==> config.mk <==
export PLATFORM = sky130hd
export DESIGN_NAME = qed_inst_constraint_seq
export DESIGN_NICKNAME = d
export VERILOG_FILES = /design/src/rtl/qed_inst_constraint_seq.sv
export SDC_FILE = /design/constraint.sdc
export NUM_CORES = 1
export LEC_CHECK = 0
export CAP_MARGIN = 25
export CORE_MARGIN = 8
export CORE_UTILIZATION = 51
export DETAILED_ROUTE_END_ITERATION = 10
export GPL_TIMING_DRIVEN = 0
export PLACE_DENSITY = 0.8
export SLEW_MARGIN = 20
export SYNTH_ARGS = -nofsm -noshare
export SYNTH_HDL_FRONTEND = slang
export SYNTH_SLANG_ARGS = --single-unit
==> constraint.sdc <==
create_clock -name clk -period 3.2 [get_ports clk]
set_input_delay 0.48 -clock clk [delete_from_list [all_inputs] [get_ports clk]]
set_output_delay 0.48 -clock clk [all_outputs]
set_load 0.01 [all_outputs]
==> src/rtl/qed_inst_constraint_seq.sv <==
// SQED fetch-boundary instruction constraint with stall stability,
// original-instruction budget and mandatory NOP drain phase.
module qed_inst_constraint_seq #(
    parameter int ORIG_REGS  = 16,
    parameter int ENABLE_MUL = 1,
    parameter int ENABLE_MEM = 1,
    parameter int MAX_ORIG   = 8,
    parameter int DRAIN_LEN  = 6,
    parameter int CNT_W      = 4
) (
    input  logic             clk,
    input  logic             rst,
    input  logic [31:0]      instruction,
    input  logic             inst_valid,
    input  logic             stall,
    output logic             legal,
    output logic             ok,
    output logic [CNT_W-1:0] orig_count,
    output logic [CNT_W-1:0] drain_count,
    output logic [1:0]       state,
    output logic             drain_done
);

    typedef enum logic [1:0] {
        RUN   = 2'd0,
        DRAIN = 2'd1,
        DONE  = 2'd2
    } phase_t;

    localparam logic [5:0]       REG_LIM    = 6'(ORIG_REGS);
    localparam logic [CNT_W-1:0] ORIG_LAST  = CNT_W'(MAX_ORIG - 1);
    localparam logic [CNT_W-1:0] DRAIN_LAST = CNT_W'(DRAIN_LEN - 1);

    localparam logic [6:0] OP_R     = 7'b0110011;
    localparam logic [6:0] OP_I     = 7'b0010011;
    localparam logic [6:0] OP_LOAD  = 7'b0000011;
    localparam logic [6:0] OP_STORE = 7'b0100011;
    localparam logic [6:0] OP_NOP   = 7'b1111111;

    phase_t            state_q, state_d;
    logic [CNT_W-1:0]  orig_d, drain_d;
    logic              held_valid, held_valid_d;
    logic [31:0]       held_inst, held_inst_d;

    logic [6:0] funct7;
    logic [4:0] rs2, rs1, rd;
    logic [2:0] funct3;
    logic [6:0] opcode;
    logic       rd_ok, rs1_ok, rs2_ok;
    logic       r_legal, i_legal, lw_legal, sw_legal, mem_base, is_nop;
    logic       stable, phase_ok, accept;

    assign funct7 = instruction[31:25];
    assign rs2    = instruction[24:20];
    assign rs1    = instruction[19:15];
    assign funct3 = instruction[14:12];
    assign rd     = instruction[11:7];
    assign opcode = instruction[6:0];

    // 6-bit compare so ORIG_REGS=32 admits every register
    assign rd_ok  = {1'b0, rd}  < REG_LIM;
    assign rs1_ok = {1'b0, rs1} < REG_LIM;
    assign rs2_ok = {1'b0, rs2} < REG_LIM;

    // Per-class instruction legality decode
    always_comb begin
        r_legal = 1'b0;
        i_legal = 1'b0;
        if (opcode == OP_R && rd_ok && rs1_ok && rs2_ok) begin
            case (funct7)
                7'b0000000: r_legal = 1'b1;
                7'b0100000: r_legal = (funct3 == 3'b000) || (funct3 == 3'b101);
                7'b0000001: r_legal = (ENABLE_MUL != 0) && !funct3[2];
                default:    r_legal = 1'b0;
            endcase
        end
        if (opcode == OP_I && rd_ok && rs1_ok) begin
            case (funct3)
                3'b001:  i_legal = (funct7 == 7'b0000000);
                3'b101:  i_legal = (funct7 == 7'b0000000) || (funct7 == 7'b0100000);
                default: i_legal = 1'b1;
            endcase
        end
    end

    assign mem_base = (ENABLE_MEM != 0) && (funct3 == 3'b010) && (rs1 == 5'd0)
                      && (instruction[31:30] == 2'b00);
    assign lw_legal = mem_base && (opcode == OP_LOAD)  && rd_ok;
    assign sw_legal = mem_base && (opcode == OP_STORE) && rs2_ok;
    assign is_nop   = (opcode == OP_NOP);
    assign legal    = r_legal || i_legal || lw_legal || sw_legal || is_nop;

    assign stable   = !held_valid || (inst_valid && (instruction == held_inst));
    assign phase_ok = (state_q == RUN) || is_nop;
    assign ok       = rst || (!inst_valid && !held_valid)
                      || (inst_valid && legal && stable && phase_ok);
    assign accept   = inst_valid && !stall && ok;

    assign state       = state_q;
    assign drain_done  = (state_q == DONE);

    // Next-state, counter and stall-hold logic
    always_comb begin
        state_d      = state_q;
        orig_d       = orig_count;
        drain_d      = drain_count;
        held_valid_d = held_valid;
        held_inst_d  = held_inst;

        if (accept) begin
            held_valid_d = 1'b0;
        end else if (inst_valid && stall && ok) begin
            held_valid_d = 1'b1;
            held_inst_d  = instruction;
        end

        case (state_q)
            RUN: begin
                if (accept && !is_nop) begin
                    orig_d = orig_count + 1'b1;
                    if (orig_count == ORIG_LAST) state_d = DRAIN;
                end
            end
            DRAIN: begin
                // phase rule guarantees an accept here is a NOP
                if (accept) begin
                    drain_d = drain_count + 1'b1;
                    if (drain_count == DRAIN_LAST) state_d = DONE;
                end
            end
            default: ;
        endcase
    end

    // State, counters and held instruction register
    always_ff @(posedge clk) begin
        if (rst) begin
            state_q     <= RUN;
            orig_count  <= '0;
            drain_count <= '0;
            held_valid  <= 1'b0;
            held_inst   <= '0;
        end else begin
            state_q     <= state_d;
            orig_count  <= orig_d;
            drain_count <= drain_d;
            held_valid  <= held_valid_d;
            held_inst   <= held_inst_d;
        end
    end

endmodule

==> flow_metrics.tcl, run 1 <==
set metrics [dict create \
    dp_hpwl_um 4930 \
    synth_fa_ha_area_share_pct 1.62 \
    pwr-share-seq_pct 46.9 \
    cp_data_arrival_time_ps 2700 \
    synth-compound-area-share_pct 22.2 \
    rows 24 \
    syn_area_um2 2320 \
    n_antenna_cell 0 \
    finalHoldViolCount 0 \
    switching_share_pct 26.3 \
    crit_path_start "instruction[19]" \
    endpoint_kind "primary output" \
    synthDistinctLibCells 40 \
    die_y_um 83.4 \
    drt_first_pass_iters 5 \
    cp-start-kind "input port" \
    drtAntennaViolNets 0 \
    wirelength_um 7130 \
    vdd_ir_drop_max_v 0.000338 \
    status "finished, final reports clean" \
    fin_skew_ps 4.92 \
    hold_depth 2 \
    relSlewSlack_pct 63.5 \
    start_util_pct 53.2 \
    pwr-share-comb_pct 15.7 \
    worst_pin_slew_ps 548 \
    cts_buffer_depth 2 \
    vias 2415 \
    grt_max_degree 14 \
    rr_worst_depth 9 \
    max_freq_mhz 314 \
    p_int_w 0.000879 \
    wire_per_inst_um 18.2 \
    cts_tree "yes" \
    yosysSeqAreaShare_pct 37.1 \
    syn_inst 284 \
    cp.required_ps 2720 \
    finalSetupViolCount 0 \
    synth_top_family_by_area "compound AO/OA/AOI/OAI gates" \
    path_clk_slew_ps 80 \
    critPathKind "input port to primary output" \
    worstReg2RegEnd "held_inst[19]$_SDFFE_PP0P_" \
    critPathMaxFanout 3 \
    clockPowerShare_pct 37.4 \
    die_area_um2 6960 \
    hold_ws_ps 489 \
    detail_route.vias_per_cell 6.16 \
    regToRegStartpoint "state[0]$_SDFFE_PP0P_" \
    synthXorXnorAreaFrac_pct 12.5 \
    dp_cells 383 \
    areaGrowthSynthToFinish_pct 32.3 \
    portBuffers 47 \
    dp_slack_ps -396 \
    grt.overflow.total 0 \
    antenna_found_initial 0 \
    drv_slew 0 \
    reg2reg_slack_ps 710 \
    synth_nets 323 \
    htree_num_levels 2 \
    final_nets 378 \
    gp_congestion 0.881 \
    cts.sinks 43 \
    maxCapViolCount 0 \
    grt_pass1_wl_um 11300 \
    gr-usage-all-layers_pct 19.2 \
    clkLatencyLatePin_ps 300 \
    ctsHoldBuffers 0 \
    critPathCapture "ok" \
    min_path_type "flop to flop" \
    cellPowerDensity_nw_per_um2 389 \
    muxShareOfSynthArea_pct 0.917 \
    die_x_um 83.4 \
    power_w 0.00119 \
    finalNonFillerCells 392 \
    synth_simple_gate_area_share_pct 21.6 \
    clockRootBuffer "clkbuf_8" \
    worst_slack_ps 17.2 \
    post-route-period-util_pct 99.5 \
    finalWorstPathRequiredPeriod_ps 3180 \
    numCtsBuffers 5 \
    ys_warn_count 0 \
    first_global_vias 2370 \
    ios 49 \
    drive_above_1_share_pct 9.41 \
    switching_power_w 0.000313 \
    power.leakage_nw 1.20 \
    synth_area_per_cell_um2 8.16 \
    drcViolationCount 0 \
    ys_ff_latch 43 \
    core_area_um2 4350 \
    drt-initial-drc-count 266 \
]
## worst min path at each step
| stage | start | to | slack [ps] |
|---|---|---|---|
| after floorplan | held_inst[0]$_SDFFE_PP0P_ | held_inst[0]$_SDFFE_PP0P_ | 460 |
| after global placement | held_inst[27]$_SDFFE_PP0P_ | held_inst[27]$_SDFFE_PP0P_ | 470 |
| after detailed placement | held_inst[6]$_SDFFE_PP0P_ | held_inst[6]$_SDFFE_PP0P_ | 480 |
| after CTS | held_inst[6]$_SDFFE_PP0P_ | held_inst[6]$_SDFFE_PP0P_ | 490 |
| after global routing | held_inst[20]$_SDFFE_PP0P_ | held_inst[20]$_SDFFE_PP0P_ | 510 |
| final | held_inst[20]$_SDFFE_PP0P_ | held_inst[20]$_SDFFE_PP0P_ | 490 |
## layer usage
layer | GRT usage (%) | wire, um | up-vias
met5 | 0 | 0 | -
met4 | 5.81 | 82 | 0
met3 | 4.88 | 575 | 7
met2 | 30.1 | 3350 | 116
met1 | 25.2 | 3120 | 1146
li1 | - | - | 1146
## placed cells by master, fill, tap and decap left out, types with 3 or more instances in the layout
master           synthesis  final
buf_2                    3      3
nor4_1                  11      8
or3_1                    3      3
nand2_1                  7      7
a21oi_1                 41     40
nor4_2                   0      3
dlymetal6s2s_1           0     11
clkdlybuf4s50_1          0     30
xor2_1                  33     33
or4_1                    7      5
nor2b_1                  4      4
clkbuf_1                15     15
ha_1                     3      3
o21ai_0                 36     35
dfxtp_1                 43     43
o31ai_1                  3      3
clkbuf_8                 0      6
nor2_1                  11     11
inv_1                    3      3
or4_4                    1      3
nand3_1                 34     34
dlygate4sd2_1            0      5
## timing repair
item	CTS	global route
resized for setup	12	19
setup buffers	1	0
pin swaps	1	4
endpoints found under the setup margin	2	4
endpoints found under the hold margin	0	0
## cell type report
class | count | area, um^2
timing repair buffer | 48 | 499
clock inverter | 2 | 35.0
fill | 362 | 1290
tap | 52 | 65.1
sequential | 43 | 861
clock buffer | 6 | 82.6
multi-input combinational | 218 | 1430
buffer | 20 | 82.6
inverter | 3 | 11.3
## critical path, stage by stage
cell and delay [ps]:
clkdlybuf4s50_1 480, or4_4 590, nor4_2 310, a32oi_2 130, a21oi_2 180, and2_2 190
or3_1 110, clkdlybuf4s15_1 240
## cell families after synthesis
family / Yosys count
buffers and inverters: 23
multiplexers: 2
AO/OA/AOI/OAI: 90
XOR/XNOR: 33
flip-flops: 43
adder cells (fa/ha/maj): 3
AND/OR/NAND/NOR: 90
## cell usage after synthesis
cell       number  area (um^2)
nor2b_1         4         25.0
and2_2          1         7.51
nand2_1         7         26.3
nand4b_1        1         8.76
nand3b_1        1         7.51
xor2_1         33          289
nand3_1        34          170
nor4_1         11         68.8
buf_1           1         3.75
nor3_1          2         10.0
or4b_2          1         10.0
o32ai_1         1         8.76
inv_1           3         11.3
o21ai_0        36          180
mux2_2          1         11.3
a21oi_2         1         8.76
buf_4           1         7.51
o31a_1          1         8.76
dfxtp_1        43          861
a311o_1         1         10.0
a22oi_2         1         12.5
o31ai_1         3         22.5
a32oi_1         1         8.76
buf_2           3         15.0
nand2b_1        2         12.5
clkbuf_1       15         56.3
ha_1            3         37.5
a22o_1          1         8.76
a2111oi_4       1         27.5
a211oi_1        1         7.51
nor2_1         11         41.3
a21oi_1        41          205
nor4b_1         1         8.76
mux2i_1         1         10.0
or3b_2          1         8.76
or3_1           3         18.8
or4_1           7         52.6
nand4_1         2         12.5
or4_4           1         11.3
a31oi_1         1         6.26
## sequential cells by signal (all words and copies together), names as in the netlist
register,count
state,2
held_valid,1
orig_count,4
held_inst,32
drain_count,4
## power groups by stage
stage | logic, W | clock network, W | registers (W)
2_1_floorplan | 0.0000853 | 0 | 0.000570
3_3_place_gp | 0.000177 | 0 | 0.000571
3_5_place_dp | 0.000179 | 0 | 0.000572
4_1_cts | 0.000179 | 0.000442 | 0.000559
5_1_grt | 0.000200 | 0.000465 | 0.000561
6_report | 0.000187 | 0.000446 | 0.000559
## metrics by stage
step	TNS, ps	area [um^2]	util, %
4_1_cts	0	2990	68.8
6_report	0	3070	70.4
2_1_floorplan	0	2320	-
3_5_place_dp	-619	2850	65.5
3_3_place_gp	-490	2850	65.5
5_1_grt	-75.5	3070	70.4
Power figures use the tool's default switching activity.
==> run 2: changes to the inputs <==
MAX_ROUTING_LAYER = met4   (was unset)
==> run 2 against run 1 <==
  * Setup slack better by 5.0 ps
  * Global-route usage is 0.59 points higher
  * Clock power hardly changed
  * First-iteration DRC count is 23% higher
  * Largest cell class unchanged
==> flow_metrics.tcl, run 2 (synthesis gave the netlist of run 1 again) <==
set metrics [dict create \
    gr-usage-all-layers_pct 19.8 \
    wirelength_um 7100 \
    cp_data_arrival_time_ps 2700 \
    dr.max_layer_used "met4" \
    crit_chain "clkdlybuf4s50_1 -> or4_4 -> nor4_2 -> a32oi_2 -> a21oi_2 -> and2_2 -> or3_1 -> clkdlybuf4s15_1" \
    cp_top_family "simple AND/OR/NAND/NOR gates" \
    fin_tns_setup_ps 0 \
    largest_reg_flops 32 \
    post-route-util_pct 70.4 \
    status "finished, final reports clean" \
    cp.required_ps 2720 \
    reg_top3 "held_inst (32), drain_count (4), orig_count (4)" \
    htree_num_levels 2 \
    cts_buffer_depth 2 \
    dp_hpwl_um 4930 \
    layout.cells.most_common_list "43 x dfxtp_1, 40 x a21oi_1, 35 x o21ai_0" \
    worst_slack_ps 22.2 \
    relSlewSlack_pct 63.5 \
    path_clk_slew_ps 80 \
    finalSetupViolCount 0 \
    portBuffers 47 \
    final_common_cell "dfxtp_1" \
    die_x_um 83.4 \
    dp_slack_ps -396 \
    clockRootBuffer "clkbuf_8" \
    drt_first_pass_iters 5 \
    finalWorstPathRequiredPeriod_ps 3180 \
    cp_slowest_cell "or4_4" \
    hold_ws_ps 489 \
    min_path_type "flop to flop" \
    drcViolationCount 0 \
    numCtsBuffers 5 \
    cellPowerDensity_nw_per_um2 388 \
    power.leakage_nw 1.20 \
    vias 2413 \
    wl_met3_um 574 \
    slowest_delay_ps 590 \
    wire_per_inst_um 18.1 \
    drtAntennaViolNets 0 \
    grt_max_degree 14 \
    wl_met2_um 3320 \
    vdd_ir_drop_max_v 0.000334 \
    ctsHoldBuffers 0 \
    first_global_vias 2369 \
    cts_tree "yes" \
    drive_above_1_share_pct 9.41 \
    rows 24 \
    dp_cells 383 \
    gp_congestion 0.895 \
    start_util_pct 53.2 \
    cp-start-kind "input port" \
    clkLatencyLatePin_ps 300 \
    n_antenna_cell 0 \
    critPathMaxFanout 3 \
    ios 49 \
    cts.sinks 43 \
    finalNonFillerCells 392 \
    detail_route.vias_per_cell 6.16 \
    grt_pass1_wl_um 11300 \
    path_buf_inv 2 \
    final_nets 378 \
    die_y_um 83.4 \
    max_freq_mhz 315 \
    die_area_um2 6960 \
    endpoint_kind "primary output" \
    post-route-period-util_pct 99.3 \
    fin_skew_ps 7.94 \
    finalHoldViolCount 0 \
    drv_slew 0 \
    maxCapViolCount 0 \
    grt.overflow.total 0 \
    areaGrowthSynthToFinish_pct 32.3 \
    critPathKind "input port to primary output" \
    antenna_found_initial 0 \
    drt-initial-drc-count 328 \
    largest_register "held_inst" \
    drt-met1-wl_um 3100 \
    fill_cells 362 \
    worst_pin_slew_ps 547 \
    core_area_um2 4350 \
]
run 2: cell counts in the layout (fill, tap and decap cells not counted):
Identical to the previous run, type by type.
run 2: layout make-up:
type | instances | area (um^2) | share of cell area, %
plain buffers | 20 | 82.6 | 2.69
clock buffers | 6 | 82.6 | 2.69
clock inverters | 2 | 35.0 | 1.14
inverters | 3 | 11.3 | 0.367
multi-input cells | 218 | 1430 | 46.6
flip-flops and latches | 43 | 861 | 28.1
well taps | 52 | 65.1 | 2.12
repair buffers | 48 | 499 | 16.3
run 2: power breakdown:
part	switching, W	internal (W)
Combinational	0.000110	0.0000771
Sequential	0.00000976	0.000550
Clock	0.000191	0.000253
run 2: stage by stage:
stage / instance area, um^2 / total power, W
global placement: 2850 / 0.000748
floorplan: 2320 / 0.000655
detailed placement: 2850 / 0.000750
finish: 3070 / 0.00119
global route: 3070 / 0.00123
CTS: 2990 / 0.00118
run 2: path summary, 6_finish.rpt:
kind	start	to	slack (ps)	depth (start not counted)
max	instruction[19]	ok	20	8
min reg2reg	held_inst[20]$_SDFFE_PP0P_	held_inst[20]$_SDFFE_PP0P_	490	2
max reg2reg	state[0]$_SDFFE_PP0P_	held_inst[24]$_SDFFE_PP0P_	700	9
min	held_inst[20]$_SDFFE_PP0P_	held_inst[20]$_SDFFE_PP0P_	490	2
run 2: repair_timing:
item | CTS | global route
hold endpoints to repair | 0 | 0
resized for setup | 12 | 19
endpoints found under the setup margin | 2 | 4
setup buffers | 1 | 0
pin swaps | 1 | 4
run 2: per-layer routing:
layer  GRT usage [%]  up-vias
li1                -     1147
met1            25.5     1134
met2            30.1      117
met3            4.69       15
met4            5.81        0
met5               -        -
run 2: worst reg2reg max path, cell delays in order (launching register included):
cell and delay [ps]:
dfxtp_1 330, clkbuf_1 320, nor2_1 100, o21ai_0 250
a21oi_2 60, buf_4 150, a22oi_2 450, clkbuf_1 410
o21ai_0 160, a21oi_1 180
==> run 3: changes to the inputs <==
CORE_MARGIN = unset   (was 8)
PLACE_DENSITY = 0.84   (was 0.8)
==> run 3 against run 2 <==
  * Core utilization is 1.5 points lower
  * Worst hold slack worse by 2.3 ps
  * Combinational power decreased by 3%
  * Non-clock buffer count unchanged
==> flow_metrics.tcl, run 3 (synthesis gave the netlist of run 1 again) <==
set metrics [dict create \
    status "finished, final reports clean" \
    areaGrowthSynthToFinish_pct 29.5 \
    power.leakage_nw 1.16 \
    cellPowerDensity_nw_per_um2 364 \
    path_buf_inv 2 \
    cts.sinks 43 \
    dp_hpwl_um 4570 \
    min_path_type "flop to flop" \
    grt.overflow.total 0 \
    die_area_um2 4820 \
    numCtsBuffers 5 \
    die_y_um 69.4 \
    vias 2371 \
    drt-initial-drc-count 299 \
    finalHoldViolCount 0 \
    core_area_um2 4350 \
    drcViolationCount 0 \
    hold_ws_ps 487 \
    relSlewSlack_pct 62.3 \
    die_x_um 69.4 \
    crit_chain "clkdlybuf4s50_1 -> nand2b_1 -> a311o_1 -> a32oi_2 -> a21oi_2 -> and2_2 -> or3_1 -> dlygate4sd2_1" \
    cts_tree "yes" \
    finalWorstPathRequiredPeriod_ps 3120 \
    cp_slowest_cell "clkdlybuf4s50_1" \
    drive_above_1_share_pct 7.96 \
    clockRootBuffer "clkbuf_8" \
    worst_slack_ps 79.8 \
    rsz0062_at_grt "false" \
    fin_skew_ps 11.2 \
    cp_data_arrival_time_ps 2640 \
    slowest_delay_ps 590 \
    fill_cells 358 \
    vdd_ir_drop_max_v 0.000195 \
    maxCapViolCount 0 \
    clkLatencyLatePin_ps 310 \
    finalSetupViolCount 0 \
    largest_register "held_inst" \
    wirelength_um 6460 \
    critPathMaxFanout 5 \
    path_clk_slew_ps 70 \
    drtAntennaViolNets 0 \
    final_common_cell "dfxtp_1" \
    grt_max_degree 13 \
    antenna_found_initial 0 \
    cp.required_ps 2720 \
    ios 49 \
    largest_reg_flops 32 \
    endpoint_kind "primary output" \
    wire_per_inst_um 16.5 \
    dp_slack_ps -406 \
    rows 24 \
    critPathKind "input port to primary output" \
    max_freq_mhz 320 \
    drt_first_pass_iters 5 \
    cp_top_family "buffers and inverters" \
    portBuffers 47 \
    drv_slew 0 \
    start_util_pct 53.2 \
    layout.cells.most_common_list "43 x dfxtp_1, 40 x a21oi_1, 35 x o21ai_0" \
    cts_buffer_depth 2 \
    n_antenna_cell 0 \
    first_global_vias 2210 \
    detail_route.vias_per_cell 6.06 \
    final_nets 378 \
    worst_pin_slew_ps 566 \
    ctsHoldBuffers 0 \
    grt_pass1_wl_um 10600 \
    gr-usage-all-layers_pct 28.5 \
    reg_top3 "held_inst (32), drain_count (4), orig_count (4)" \
    cp-start-kind "input port" \
    gp_congestion 0.892 \
    post-route-period-util_pct 97.5 \
    htree_num_levels 2 \
]
run 3: changes by cell type in the layout (fill, tap and decap cells not counted):
cell,delta
o21ai_2,-1
dlygate4sd2_1,+4
nor3_1,+1
nor4_1,+2
bufinv_16,-1
nor3_2,-1
dlymetal6s2s_1,-3
nor4_2,-2
o21ai_1,+1
clkdlybuf4s15_1,-1
run 3: final cells by class:
cell class	instances	area [um^2]	area share (%)
inverters	3	11.3	0.375
multi-input cells	218	1410	46.9
clock buffers	6	82.6	2.75
well taps	52	65.1	2.17
clock inverters	1	5.00	0.167
flip-flops and latches	43	861	28.7
repair buffers	48	487	16.2
plain buffers	20	82.6	2.75
run 3: worst reg2reg max path: cells and delay by family, from the launching register on:
family	cells	cell delay [ps]
buffers and inverters	1	230
xor gates and xnor gates	1	160
and+or+nand+nor	3	790
muxes	1	340
AOI/OAI and AO/OA	2	450
DFF	1	320
run 3: stage by stage:
step	cells	cell area, um^2	total power (W)	util (%)	TNS, ps
6_report	391	3000	0.00109	69.0	0
5_1_grt	391	3000	0.00113	69.0	0
4_1_cts	391	2960	0.00109	68.0	0
3_5_place_dp	383	2850	0.000750	65.5	-750
3_3_place_gp	383	2850	0.000747	65.5	-430
2_1_floorplan	284	2320	0.000655	-	0
run 3: worst paths after layout:
kind / startpoint / endpoint / slack (ps) / depth (start not counted)
setup / recovery: instruction[30] / ok / 80 / 8
hold / removal: held_inst[15]$_SDFFE_PP0P_ / held_inst[15]$_SDFFE_PP0P_ / 490 / 2
setup reg to reg: held_inst[28]$_SDFFE_PP0P_ / drain_count[0]$_SDFFE_PP0P_ / 810 / 8
hold reg to reg: held_inst[15]$_SDFFE_PP0P_ / held_inst[15]$_SDFFE_PP0P_ / 490 / 2
run 3: timing repair:
action,4_1_cts,5_1_grt
pin swaps,3,0
gates resized for setup,14,12
setup buffers,1,0
gates cloned,0,0
setup endpoints to repair,2,2
run 3: layer usage:
metal	part of all wire, %	GRT usage (%)	wire, um	up-vias
met5	0	-	0	-
li1	-	-	-	1147
met2	46	41.5	2970	97
met4	1.5	9.30	95	0
met1	45	40.0	2930	1117
met3	7.3	4.94	472	10
run 3: report_power, final:
group / switching, W / internal, W
clock: 0.000183 / 0.000169
sequential: 0.00000938 / 0.000550
combinational: 0.000106 / 0.0000757
total: 0.000299 / 0.000795
